--- src/rtl/ssg_tone_array.sv ---
// ssg_tone_array: bank of NUM_CH square-wave tone generators sharing one
// prescaler, with a byte-wide register file and a time-multiplexed mixer
// that adds one channel per clock and emits a sample every NUM_CH clocks.
// Optional feature macro: SSG_TONE_ARRAY_LOGVOL_EN selects a 16-entry
// logarithmic volume table instead of linear volume.
module ssg_tone_array #(
  parameter int NUM_CH   = 6,
  parameter int PERIOD_W = 12,
  parameter int PRESCALE = 16,
`ifdef SSG_TONE_ARRAY_LOGVOL_EN
  localparam int AMP_MAX = 255,
`else
  localparam int AMP_MAX = 15,
`endif
  localparam int OUT_W   = $clog2(NUM_CH * AMP_MAX + 1)
) (
  input  logic              clk,
  input  logic              reset,
  input  logic              wr,
  input  logic [7:0]        address,
  input  logic [7:0]        wdata,
  output logic [7:0]        rdata,
  output logic [NUM_CH-1:0] tone,
  output logic [OUT_W-1:0]  sound_out,
  output logic              sound_valid
);

  localparam int PS_W = $clog2(PRESCALE);
  localparam int PH_W = (NUM_CH > 1) ? $clog2(NUM_CH) : 1;

  logic [PERIOD_W-1:0] period_q [NUM_CH];
  logic [PERIOD_W-1:0] period_d [NUM_CH];
  logic [NUM_CH-1:0]   en_q, en_d;
  logic [3:0]          vol_q [NUM_CH];
  logic [3:0]          vol_d [NUM_CH];
  logic [7:0]          rdata_q, rdata_d;
  logic [15:0]         per_ext;
  logic [PS_W-1:0]     presc_q, presc_d;
  logic                tick;
  logic [NUM_CH-1:0]   tone_q;
  logic [OUT_W-1:0]    term [NUM_CH];
  logic [PH_W-1:0]     phase_q, phase_d;
  logic [OUT_W-1:0]    acc_q, acc_d;
  logic [OUT_W-1:0]    sound_q, sound_d;
  logic                valid_q, valid_d;
  logic [OUT_W-1:0]    frame_sum;
  logic                last_phase;

  // Volume code to amplitude.
  function automatic logic [7:0] amp(input logic [3:0] v);
`ifdef SSG_TONE_ARRAY_LOGVOL_EN
    case (v)
      4'd0:    amp = 8'd0;
      4'd1:    amp = 8'd2;
      4'd2:    amp = 8'd3;
      4'd3:    amp = 8'd4;
      4'd4:    amp = 8'd6;
      4'd5:    amp = 8'd8;
      4'd6:    amp = 8'd11;
      4'd7:    amp = 8'd16;
      4'd8:    amp = 8'd23;
      4'd9:    amp = 8'd32;
      4'd10:   amp = 8'd45;
      4'd11:   amp = 8'd64;
      4'd12:   amp = 8'd90;
      4'd13:   amp = 8'd128;
      4'd14:   amp = 8'd180;
      default: amp = 8'd255;
    endcase
`else
    amp = {4'd0, v};
`endif
  endfunction

  // Register file: decode write and readback; unmatched addresses read 0xFF.
  always_comb begin
    period_d = period_q;
    en_d     = en_q;
    vol_d    = vol_q;
    rdata_d  = 8'hFF;
    per_ext  = '0;
    for (int c = 0; c < NUM_CH; c++) begin
      per_ext = 16'(period_q[c]);
      if (address == 8'(3 * c))     rdata_d = per_ext[7:0];
      if (address == 8'(3 * c + 1)) rdata_d = per_ext[15:8];
      if (address == 8'(3 * c + 2)) rdata_d = {en_q[c], 3'b000, vol_q[c]};
      if (wr) begin
        if (address == 8'(3 * c)) period_d[c][7:0] = wdata;
        if (address == 8'(3 * c + 1)) begin
          per_ext[15:8] = wdata;
          period_d[c]   = per_ext[PERIOD_W-1:0];
        end
        if (address == 8'(3 * c + 2)) begin
          en_d[c]  = wdata[7];
          vol_d[c] = wdata[3:0];
        end
      end
    end
  end

  // Register file and readback state.
  always_ff @(posedge clk) begin
    if (reset) begin
      for (int c = 0; c < NUM_CH; c++) begin
        period_q[c] <= '0;
        vol_q[c]    <= '0;
      end
      en_q    <= '0;
      rdata_q <= '0;
    end else begin
      period_q <= period_d;
      vol_q    <= vol_d;
      en_q     <= en_d;
      rdata_q  <= rdata_d;
    end
  end

  // Shared prescaler: tick in the last cycle of every PRESCALE-cycle window.
  always_comb begin
    tick    = (presc_q == PS_W'(PRESCALE - 1));
    presc_d = tick ? '0 : presc_q + 1'b1;
  end

  // Prescaler register.
  always_ff @(posedge clk) begin
    if (reset) presc_q <= '0;
    else       presc_q <= presc_d;
  end

  genvar gi;
  generate
    for (gi = 0; gi < NUM_CH; gi++) begin : g_ch
      logic [PERIOD_W-1:0] cnt_q, cnt_d, eff_m1;
      logic                tone_bit_q, tone_bit_d;

      // Tone counter: '>=' lets a shrunk period toggle on the next tick.
      always_comb begin
        eff_m1     = (period_q[gi] == '0) ? '0 : period_q[gi] - 1'b1;
        cnt_d      = cnt_q;
        tone_bit_d = tone_bit_q;
        if (tick) begin
          if (cnt_q >= eff_m1) begin
            cnt_d      = '0;
            tone_bit_d = ~tone_bit_q;
          end else begin
            cnt_d = cnt_q + 1'b1;
          end
        end
      end

      // Tone counter and square-wave state.
      always_ff @(posedge clk) begin
        if (reset) begin
          cnt_q      <= '0;
          tone_bit_q <= 1'b0;
        end else begin
          cnt_q      <= cnt_d;
          tone_bit_q <= tone_bit_d;
        end
      end

      assign tone_q[gi] = tone_bit_q;
      assign term[gi]   = (tone_bit_q & en_q[gi]) ? OUT_W'(amp(vol_q[gi])) : '0;
    end
  endgenerate

  // Mixer: one channel per clock; the last phase publishes the frame sum.
  always_comb begin
    frame_sum  = ((phase_q == '0) ? '0 : acc_q) + term[phase_q];
    last_phase = (phase_q == PH_W'(NUM_CH - 1));
    acc_d      = frame_sum;
    phase_d    = last_phase ? '0 : phase_q + 1'b1;
    sound_d    = last_phase ? frame_sum : sound_q;
    valid_d    = last_phase;
  end

  // Mixer state.
  always_ff @(posedge clk) begin
    if (reset) begin
      phase_q <= '0;
      acc_q   <= '0;
      sound_q <= '0;
      valid_q <= 1'b0;
    end else begin
      phase_q <= phase_d;
      acc_q   <= acc_d;
      sound_q <= sound_d;
      valid_q <= valid_d;
    end
  end

  assign rdata       = rdata_q;
  assign tone        = tone_q;
  assign sound_out   = sound_q;
  assign sound_valid = valid_q;

endmodule

--- config.mk ---
export PLATFORM = sky130hd
export DESIGN_NAME = ssg_tone_array
export DESIGN_NICKNAME = d
export VERILOG_FILES = /design/src/rtl/ssg_tone_array.sv
export SDC_FILE = /design/constraint.sdc
export NUM_CORES = 1
export LEC_CHECK = 0
export CAP_MARGIN = 20
export CORE_MARGIN = 4
export CORE_UTILIZATION = 50
export CTS_CLUSTER_SIZE = 8
export DETAILED_ROUTE_END_ITERATION = 16
export GPL_TIMING_DRIVEN = 0
export PLACE_DENSITY = 0.73
export SKIP_LAST_GASP = 1
export SYNTH_ARGS = -nofsm -noshare
export SYNTH_HDL_FRONTEND = slang
export SYNTH_SLANG_ARGS = --single-unit
--- constraint.sdc ---
create_clock -name clk -period 3.2 [get_ports clk]
set_input_delay 0.48 -clock clk [delete_from_list [all_inputs] [get_ports clk]]
set_output_delay 0.48 -clock clk [all_outputs]
set_load 0.005 [all_outputs]
Word-level counts from Yosys, hierarchy flattened
Index checks and enable logic that the tools add are counted.
{"block": "totals", "out_inout_bits": 22, "word_cells": 178, "in_bits": 19, "register_bits": 210}
{"block": "op_classes", "eq_ne": 19, "bitwise": 19, "n_addsub": 15, "magnitude_cmp": 7, "n_mux": 40, "reduce_logical": 35}
{"op": "$mux W12", "count": 12}
{"op": "$mux W8", "count": 18}
{"op": "$add A12 B1 Y12 const B", "count": 6}
{"op": "$ge A12 B12 Y1", "count": 6}
{"op": "$logic_not A12 Y1", "count": 6}
{"op": "$sub A12 B1 Y12 const B", "count": 6}
{"op": "$eq A8 B4 Y1 const B", "count": 8}
{"op": "$reduce_and A2 Y1", "count": 18}
{"op": "$eq A8 B3 Y1 const B", "count": 4}
{"op": "$mux W4", "count": 6}
{"op": "$bmux W7 S3", "count": 1}
{"op": "$mux W7", "count": 3}
{"op": "$reduce_and A3 Y1", "count": 6}
{"op": "$eq A8 B2 Y1 const B", "count": 2}
{"op": "$eq A8 B5 Y1 const B", "count": 2}
{"op": "$not A1 Y1", "count": 12}
{"op": "$eq A8 B1 Y1 const B", "count": 1}
{"op": "$logic_not A8 Y1", "count": 1}
{"op": "$add A7 B7 Y7", "count": 1}
{"op": "$and A1 B1 Y1", "count": 6}
{"op": "$add A4 B1 Y4 const B", "count": 1}
{"op": "$eq A4 B4 Y1 const B", "count": 1}
{"op": "$ge A4 B4 Y1 const B", "count": 1}
{"op": "$not A3 Y4", "count": 1}
{"op": "5 further kinds", "count": 6}

Depth between registers and ports, before layout
Gate-level depths: netlist of the first run.
{"block": "depth", "ltp_word": 19, "ltp_mapped": 14, "mapped_depth_nobuf": 14}

Worst setup path after synthesis of the first run
Ideal clock, no wire load.
{"block": "synth_path", "path_kind": "reg2reg", "start": "reg period_q[39] in the netlist's numbering", "end": "reg g_ch[2].cnt_q[10]", "stages_incl_launch_ff": 15, "path_buffers": 2, "setup_time_ns": 0.140, "arrival_time_ns": 3.307, "slack_ns": -0.247, "cell_sequence": "dfxtp_1 buf_6 or4_4 nor3_4 nand2b_2 or4_4 buf_6 and2_4 ha_1 nand2b_1 a21o_1 a211oi_1 or3_1 o311ai_2 nor2_1"}
{"block": "synth_via", "elab_chain_cells": 4, "elab_cells_between_ends": 5, "cone_classes": "add/sub (1); order compare (1); mux (2); reduce/logical (1)"}
{"element": "start, declared", "line_no": "31", "rtl": "logic [PERIOD_W-1:0] period_q [NUM_CH];"}
{"element": "start signal, assigned", "line_no": "111", "rtl": "period_q <= period_d;"}
{"element": "$sub A12 B1 Y12 or $logic_not A12 Y1 (tied branches)", "line_no": "138", "rtl": "eff_m1 = (period_q[gi] == '0) ? '0 : period_q[gi] - 1'b1;"}
{"element": "$mux W12 (*)", "line_no": "138"}
{"element": "$ge A12 B12 Y1 (*)", "line_no": "142", "rtl": "if (cnt_q >= eff_m1) begin"}
{"element": "$mux W12 (*)", "line_no": "142"}
{"element": "end signal, assigned", "line_no": "157", "rtl": "cnt_q <= cnt_d;"}
{"element": "end, declared", "line_no": "133", "rtl": "logic [PERIOD_W-1:0] cnt_q, cnt_d, eff_m1;"}
Mark *: on every way between the ends. The rest lies on a longest branch, timed or not.
A chain may end at the register's enable or synchronous reset.

Worst setup path after layout of the first run
{"block": "layout_path", "start": "reg period_q[40] in the netlist's numbering", "end": "reg g_ch[2].tone_bit_q"}
{"block": "layout_via", "elab_chain_cells": 4, "elab_cells_between_ends": 5, "cone_classes": "add/sub (1); order compare (1); mux (1); reduce/logical (2)"}
{"element": "$sub A12 B1 Y12 or $logic_not A12 Y1 (tied branches)", "line_no": "138"}
{"element": "$mux W12 (*)", "line_no": "138"}
{"element": "$ge A12 B12 Y1 (*)", "line_no": "142"}
{"element": "$reduce_and A2 Y1 (no line) (*)"}
{"element": "end signal, assigned", "line_no": "158", "rtl": "tone_bit_q <= tone_bit_d;"}
{"element": "end, declared", "line_no": "134", "rtl": "logic tone_bit_q, tone_bit_d;"}
Marks and branches as above.

==> impl_metrics.ini, run 1 <==
[global_routing]
grt_max_degree = 17
grt_pass1_wl_mm = 62.3
grt_pass1_vias = 11200
grt_use_total = 0.276
grt-ovfl-total = 0
antenna_found_initial = 0

[synth]
syn_area_um2 = 12600
synth_edf_count = 0
ys.flop_type = dfxtp_1
synth_cell_type_count = 70
ys_ff_latch = 210
synth_area_leader_cell = dfxtp_1
yosysWarningCount = 0
syn_nets = 1664
synth_top_area_frac = 0.334
postSynthAreaPerCell_um2 = 8.12
synth_area_leaders = dfxtp_1 (33%), ha_1 (9.1%), nand2_1 (6.5%)
synth-seq-area-share = 0.334
syn_inst = 1552
ys_async_sr_fraction = 0

[place]
placed_area_um2 = 13400
portBuffers = 33
dpl_worst_slack_ns = -0.744
dpl.cell_count = 1913
gp_congestion = 1.01
hpwl_mm = 29.1

[timing]
finalSetupTns_ns = -2.41
finalSetupViolCount = 22
tightest_slew_ns = 1.13
setup_ws_ns = -0.211
fin_crit_sh = 1.07
finalCriticalPeriod_ns = 3.41
hold_viol = 0
rsz0062_at_grt = true
clock_skew_ns = 0.0236
fmax_mhz = 293
slew_viol_final = 0
whs_ns = 0.374
relSlewSlack = 0.250

[clock_network]
hold_buffers = 0
cts_tree = yes
clkTransAtPathRegs_ns = 0.05
cts_made_buffers = 30
clk_path_buf_depth = 3
clock_latency_ns = 0.56
cts_root_buf = clkbuf_16
cts_num_sinks = 210
htree_num_levels = 1

[layout]
final_cells = 1980
final_common_cell = nand2_1
design_area_um2 = 14900
n_antenna_cell = 0
postLayoutCoreUtil = 0.606
layout_common_cells = nand2_1 (206), dfxtp_1 (202), nor2_1 (173), a21oi_1 (105), nand3_1 (91)
fin_nets = 1766
area_growth_pct = 18.0
drive_gt1_frac = 0.120

[worst_setup_path]
required_ns = 3.65
crit_path_cell_trace = or4_4 -> nor3_4 -> nand2b_4 -> or4_4 -> buf_6 -> nand2_2 -> ha_4 -> o21ai_1 -> o21ai_2 -> inv_1 -> o32a_1 -> buf_4 -> o31ai_4 -> mux2_4
path_max_fanout = 7
endpoint_kind = flip-flop
slowest_stage = or4_4
crit_type = reg -> reg
max_stage_delay_ns = 0.55
crit_top_cell = or4_4
worst-path-buf-inv = 3
crit_family = simple AND/OR/NAND/NOR gates
start_kind = flip-flop
critPathArrivalTime_ns = 3.86

[power]
cellPowerDensity_nw_per_um2 = 399
power_mw = 5.92
p_leak_nw = 6.07
ir_drop_v = 0.000414

[drt]
wl_mm = 40.1
drc = 0
drtIter0Drc = 1022
vias = 12100
avgViaCountPerCell = 6.11
antenna_left = 0
wire_per_inst_um = 20.2
first_pass_iters = 5

[run_status]
violations = setup timing
status = finished with violations

[floorplanning]
coreArea_um2 = 24500
die_h_um = 167
start_util = 0.514
design.die.area_um2 = 27800
fp-row-count = 57
io_pins = 41
fp.dieW_um = 167

[worst_hold_path]
hp-class = in -> reg

[flow_run]
max_cap_viol_count = 0
-- what timing repair did --
item | CTS | global route
endpoints found under the setup margin | 73 | 83
gates resized for setup | 38 | 69
gates cloned | 1 | 0
hold endpoints to repair | 0 | 0
setup buffers | 15 | 21
pin swaps | 13 | 20
-- cells in the mapped netlist (14+ instances only) --
library cell / count
dfxtp_1: 210
nor3_1: 42
a21oi_1: 107
nand2_1: 217
mux2i_1: 59
a21o_1: 25
nand3_1: 92
inv_1: 31
a22oi_1: 16
o21ai_0: 34
xor2_1: 61
nor2b_1: 16
and3_1: 34
a31oi_1: 14
nor2_1: 181
clkbuf_1: 47
nand2b_1: 17
buf_2: 18
ha_1: 92
xnor2_1: 41
-- worst paths after layout --
check	startpoint	endpoint	slack (ns)	cells past startpoint
hold / removal	wdata[2]	period_q[50]	0.37	3
hold reg to reg	sound_out[4]	sound_out[4]	0.46	2
setup / recovery	period_q[40]	g_ch[2].tone_bit_q	-0.21	14
setup reg to reg	period_q[40]	g_ch[2].tone_bit_q	-0.21	14
-- area by class of cell --
class | count | area [um^2]
Buffer | 77 | 342
Clock buffer | 32 | 758
Clock inverter | 2 | 60.1
Fill cell | 2146 | 9670
Inverter | 31 | 116
Multi-Input combinational cell | 1232 | 8330
Sequential cell | 210 | 4220
Tap cell | 324 | 405
Timing Repair Buffer | 72 | 629
-- kinds of logic (layout without fill, tap and decap cells) --
group / Yosys count / in the layout / synth area share
AO/OA/AOI/OAI: 299 / 299 / 0.155
multiplexers: 71 / 71 / 0.0630
adder cells (fa/ha/maj): 93 / 93 / 0.0930
buffers and inverters: 110 / 214 / 0.0380
XOR/XNOR: 102 / 102 / 0.0709
AND/OR/NAND/NOR: 667 / 667 / 0.247
flip-flops: 210 / 210 / 0.334
-- layer usage --
layer	share of wire	track usage	wire length (um)	up-vias
li1	-	-	-	5713
met1	0.44	0.391	17700	5787
met2	0.44	0.422	17500	505
met3	0.089	0.0505	3550	95
met4	0.035	0.100	1420	0
met5	0	0	0	-
-- power breakdown --
part	internal (mW)	total [mW]	switching (mW)
registers	2.64	2.65	0.0169
clock network	1.73	2.87	1.14
logic	0.133	0.406	0.273
total	4.50	5.92	1.43
-- sequential cells by signal, indices dropped and copies added, names as in the netlist --
signal	cells
presc_q	4
vol_q	24
en_q	6
g_ch.cnt_q	72
sound_out	7
period_q	64
sound_valid	1
phase_q	3
rdata	8
per_ext	8
acc_q	7
g_ch.tone_bit_q	6
-- worst register-to-register path: cells and delay by family, from the launching register on --
| family | cells | cell delay [ns] |
|---|---|---|
| flip-flops | 1 | 0.34 |
| multiplexers | 1 | 0.31 |
| adder cells (fa/ha/maj) | 1 | 0.14 |
| AO/OA/AOI/OAI | 4 | 0.72 |
| AND/OR/NAND/NOR | 5 | 1.38 |
| buffers and inverters | 3 | 0.39 |
(Power assumes the default switching activity.)
==> inputs of run 2 (changes only) <==
Settings changed: DONT_BUFFER_PORTS set to 1, PLACE_DENSITY 0.73 to 0.71.
==> impl_metrics.ini, run 2 (same netlist as run 1, synthesis figures left out) <==
[layout]
nFillCells = 2266
fin_nets = 1730
seq_area_um2 = 4230
top_register = g_ch.cnt_q
final_cells = 1944
drive_gt1_frac = 0.126
n_antenna_cell = 0
multi_input_area_um2 = 8380
area_growth_pct = 15.6
postLayoutCoreUtil = 0.594
reg_top3 = g_ch.cnt_q: 72 flops, period_q: 64 flops, vol_q: 24 flops
layout_common_cells = nand2_1 (208), dfxtp_1 (201), nor2_1 (173), a21oi_1 (102), nand3_1 (91)
largest_register_ffs = 72
final_common_cell = nand2_1

[timing]
clock_skew_ns = 0.0187
fin_crit_sh = 1.06
finalCriticalPeriod_ns = 3.38
tightest_slew_ns = 1.06
slew_viol_final = 0
hold_viol = 0
setup_ws_ns = -0.179
finalSetupViolCount = 13
relSlewSlack = 0.292
fmax_mhz = 296
rsz0062_at_grt = true

[clock_network]
clkTransAtPathRegs_ns = 0.05
htree_num_levels = 1
cts_made_buffers = 30
clk_path_buf_depth = 3
cts_num_sinks = 210
cts_tree = yes
cts_root_buf = clkbuf_16
clock_latency_ns = 0.56
hold_buffers = 0

[global_routing]
grt_pass1_wl_mm = 63.6
grt_use_total = 0.283
grt_pass1_vias = 11400
grt_max_degree = 16
antenna_found_initial = 1
grt-ovfl-total = 0

[place]
dpl.cell_count = 1879
dpl_worst_slack_ns = -0.782
gp_congestion = 0.991
hpwl_mm = 30.0
portBuffers = 0

[drt]
first_pass_iters = 5
avgViaCountPerCell = 6.09
antenna_left = 0
drtIter0Drc = 1049
vias = 11800
drc = 0
wire_per_inst_um = 21.3
wl_mm = 41.3

[worst_setup_path]
slowest_stage = or4_4
critPathArrivalTime_ns = 3.82
crit_path_cell_trace = or4_4 -> nor3_4 -> nand2b_4 -> or4_4 -> and2_4 -> ha_4 -> nand2b_4 -> a21o_1 -> a211oi_2 -> or3_4 -> o31ai_4 -> mux2_4
critPathLaunch = period_q[40]
required_ns = 3.64
start_kind = flip-flop
crit_type = reg -> reg
max_stage_delay_ns = 0.55
reg2reg_from = period_q[40]
endpoint_kind = flip-flop
worst-path-buf-inv = 0
path_max_fanout = 4
crit_family = simple AND/OR/NAND/NOR gates

[worst_hold_path]
hp-class = in -> reg
hold_start = wdata[5]

[floorplanning]
coreArea_um2 = 24500
design.die.area_um2 = 27800
start_util = 0.514
fp.dieW_um = 167
die_h_um = 167
fp-row-count = 57
io_pins = 41

[power]
ir_drop_v = 0.000365
cellPowerDensity_nw_per_um2 = 404
p_leak_nw = 5.94
power_mw = 5.89

[run_status]
violations = setup timing
status = finished with violations

[flow_run]
max_cap_viol_count = 0
==> run 2: cell types whose count changed in the layout (fill, tap and decap cells not counted), moves of 3 or more <==
cell	change
clkdlybuf4s50_1	-33
o31ai_4	+3
a21oi_1	-3
buf_4	-5
a21oi_2	+3
==> run 2: report_power, final <==
part	leakage [nW]	total [mW]	internal, mW	switching (mW)
registers	1.70	2.65	2.63	0.0193
clock network	0.393	2.86	1.72	1.14
logic	3.84	0.371	0.112	0.260
==> run 2: stage by stage <==
stage	TNS, ns	instance area (um^2)	hold slack, ns
2_1_floorplan	-0.775	12600	0.442
3_3_place_gp	-29.84	13000	0.470
3_5_place_dp	-26.71	13000	0.472
4_1_cts	-2.55	14100	0.0569
5_1_grt	-3.91	14600	0.0669
6_report	-1.64	14600	0.0727
==> run 2: area by class of cell <==
class | instances | area share
plain buffers | 77 | 0.0234
inverters | 31 | 0.00799
clock inverters | 2 | 0.00318
clock buffers | 32 | 0.0520
well taps | 324 | 0.0278
multi-input cells | 1232 | 0.575
repair buffers | 36 | 0.0201
flip-flops and latches | 210 | 0.290
==> run 2: path summary, 6_finish.rpt <==
| kind | end | depth (start not counted) | slack [ns] |
|---|---|---|---|
| hold reg to reg | sound_out[1] | 2 | 0.48 |
| setup / recovery | g_ch[2].tone_bit_q | 12 | -0.18 |
| hold / removal | per_ext[5] | 2 | 0.07 |
| setup reg to reg | g_ch[2].tone_bit_q | 12 | -0.18 |
==> run 2: layer usage <==
layer | share of wire | vias up | GRT usage
li1 | - | 5647 | -
met1 | 0.44 | 5604 | 0.392
met2 | 0.44 | 475 | 0.446
met3 | 0.081 | 111 | 0.0569
met4 | 0.038 | 2 | 0.0939
met5 | 0.00036 | - | 0
==> run 2: timing repair <==
action / 4_1_cts / 5_1_grt
gates cloned: 1 / 0
setup endpoints to repair: 77 / 83
buffers inserted: 14 / 20
resized for setup: 37 / 84
pin swaps: 11 / 28
==> inputs of run 3 (changes only) <==
Settings changed: ABC_AREA set to 1, CORE_MARGIN 4 to 3.
==> impl_metrics.ini, run 3 <==
[power]
ir_drop_v = 0.000338
p_leak_nw = 6.10
cellPowerDensity_nw_per_um2 = 405

[worst_setup_path]
max_stage_delay_ns = 0.36
crit_family = simple AND/OR/NAND/NOR gates
crit_path_cell_trace = nor2_1 -> nand2_2 -> nor2_2 -> nand2_2 -> nor3_4 -> nand4_1 -> inv_1 -> nor2_1 -> ha_1 -> inv_1 -> nand2_1 -> a21oi_2 -> o21bai_1 -> a21oi_1 -> o21bai_1 -> nand2_1 -> a21oi_2 -> nor2_1 -> nand2_2 -> nand2_4 -> buf_6 -> o211a_1
start_kind = flip-flop
crit_type = reg -> reg
reg2reg_from = period_q[50]
critPathArrivalTime_ns = 3.49
critPathLaunch = period_q[50]
endpoint_kind = flip-flop
worst-path-buf-inv = 3
required_ns = 3.63
path_max_fanout = 5
slowest_stage = dfxtp_1

[place]
dpl.cell_count = 2220
hpwl_mm = 29.0
gp_congestion = 1.06
portBuffers = 0
placed_area_um2 = 13100

[drt]
antenna_left = 0
vias = 12700
wl_mm = 39.5
avgViaCountPerCell = 5.56
drtIter0Drc = 1057
first_pass_iters = 7
wire_per_inst_um = 17.3
drc = 0

[synth]
yosysWarningCount = 0
synth_top_area_frac = 0.332
synth_compound_area_frac = 0.176
yosysMostFrequentCell = nand2_1
synth_cell_type_count = 47
synth_area_leader_cell = dfxtp_1
postSynthAreaPerCell_um2 = 6.69
ys_async_sr_fraction = 0
synth_edf_count = 0
ys_ff_latch = 210
synth-xor-area-share = 0.0242
synth_commonest_cells = nand2_1 (337), inv_1 (288), nor2_1 (229)
synth_fa_ha_area_frac = 0.0924
syn_area_um2 = 12700
ys.flop_type = dfxtp_1
synth_top_family_by_area = simple AND/OR/NAND/NOR gates
syn_nets = 2008
syn_inst = 1896
synth.mux.area_fraction = 0
yosys.area_share.simple = 0.268
synth-seq-area-share = 0.332
synth_area_leaders = dfxtp_1 (33%), nand2_1 (10%), ha_1 (9.1%)

[worst_hold_path]
hp-class = in -> reg
hold_start = wdata[5]

[layout]
final_cells = 2288
layout_common_cells = nand2_1 (315), inv_1 (270), nor2_1 (213), dfxtp_1 (202), o21ai_0 (179)
largest_register_ffs = 72
fin_nets = 2075
area_growth_pct = 15.5
final_common_cell = nand2_1
top_register = g_ch.cnt_q
drive_gt1_frac = 0.120
reg_top3 = g_ch.cnt_q: 72 flops, period_q: 64 flops, vol_q: 24 flops
nFillCells = 2331
design_area_um2 = 14600
n_antenna_cell = 0

[clock_network]
clkTransAtPathRegs_ns = 0.05
clock_latency_ns = 0.55
hold_buffers = 0
cts_num_sinks = 210
cts_root_buf = clkbuf_16
clk_path_buf_depth = 3
cts_made_buffers = 30
cts_tree = yes
htree_num_levels = 1

[global_routing]
grt_pass1_wl_mm = 60.7
antenna_found_initial = 1
grt_max_degree = 15
grt-ovfl-total = 0
grt_pass1_vias = 11400
grt_use_total = 0.284

[floorplanning]
die_h_um = 165
fp.dieW_um = 165
start_util = 0.515
fp-row-count = 57
io_pins = 41
coreArea_um2 = 24600
design.die.area_um2 = 27300

[timing]
slew_viol_final = 0
fin_crit_sh = 0.958
fmax_mhz = 326
finalCriticalPeriod_ns = 3.06
rsz0062_at_grt = true
finalSetupTns_ns = 0
relSlewSlack = 0.284
hold_viol = 0
finalSetupViolCount = 0
tightest_slew_ns = 1.07
clock_skew_ns = 0.0142

[run_status]
status = complete, no violations

[flow_run]
max_cap_viol_count = 0
## run 3: cell types whose count changed after synthesis, sizes merged, moves of 59 or more
cell,change
nor2,+62
o21ai,+154
mux2i,-59
nand2,+120
inv,+266
a21oi,+68
## run 3: worst register-to-register path, stage by stage (launching register included)
cell      delay (ns)
dfxtp_1         0.36
nor2_1          0.17
nand2_2         0.10
nor2_2          0.13
nand2_2         0.08
nor3_4          0.18
nand4_1         0.22
inv_1           0.13
nor2_1          0.05
ha_1            0.27
inv_1           0.04
nand2_1         0.06
a21oi_2         0.05
o21bai_1        0.12
a21oi_1         0.08
o21bai_1        0.16
nand2_1         0.09
a21oi_2         0.12
nor2_1          0.06
nand2_2         0.11
nand2_4         0.10
buf_6           0.17
o211a_1         0.09
## run 3: report_power, final
group | switching [mW] | internal, mW
clock | 1.13 | 1.68
sequential | 0.0173 | 2.64
combinational | 0.323 | 0.146
## run 3: area by class of cell
cell class | count | area [um^2] | share of cell area
Tap cell | 324 | 405 | 0.0277
Buffer | 48 | 249 | 0.0170
Inverter | 302 | 1150 | 0.0789
Sequential cell | 210 | 4220 | 0.288
Timing Repair Buffer | 33 | 282 | 0.0192
Clock inverter | 1 | 7.51 | 0.000513
Multi-Input combinational cell | 1335 | 7530 | 0.514
Clock buffer | 32 | 779 | 0.0532
Timing Repair inverter | 3 | 17.5 | 0.00120
## run 3: cell families after synthesis
group	Yosys count
AO/OA/AOI/OAI	421
XOR/XNOR	35
adder cells (fa/ha/maj)	93
buffers and inverters	351
flip-flops	210
AND/OR/NAND/NOR	786
## run 3: stage by stage
step           setup WS (ns)   util  power [mW]  hold WS, ns
3_3_place_gp          -0.363  0.532        3.11        0.429
2_1_floorplan          0.221      -        2.98        0.418
3_5_place_dp          -0.491  0.532        3.12        0.443
4_1_cts              0.00305  0.571        5.92       0.0680
5_1_grt              -0.0860  0.595        6.13       0.0675
6_report               0.135  0.595        5.93       0.0740
## run 3: final timing paths
kind	endpoint	slack (ns)	depth (start not counted)
setup / recovery	g_ch[1].cnt_q[11]	0.14	22
hold / removal	period_q[53]	0.07	2
setup reg to reg	g_ch[1].cnt_q[11]	0.14	22
hold reg to reg	presc_q[0]	0.46	1
## run 3: timing repair
item	in CTS	in global routing
setup buffers	7	25
cloned	1	3
endpoints found under the setup margin	67	77
resized for setup	40	113
pin swaps	11	42
endpoints found under the hold margin	0	0
## run 3: routing by layer
layer	track usage	vias to the layer above	wire [um]
li1	-	6327	-
met1	0.368	5798	16500
met2	0.474	459	18200
met3	0.0466	126	3040
met4	0.111	0	1770
met5	0	-	0
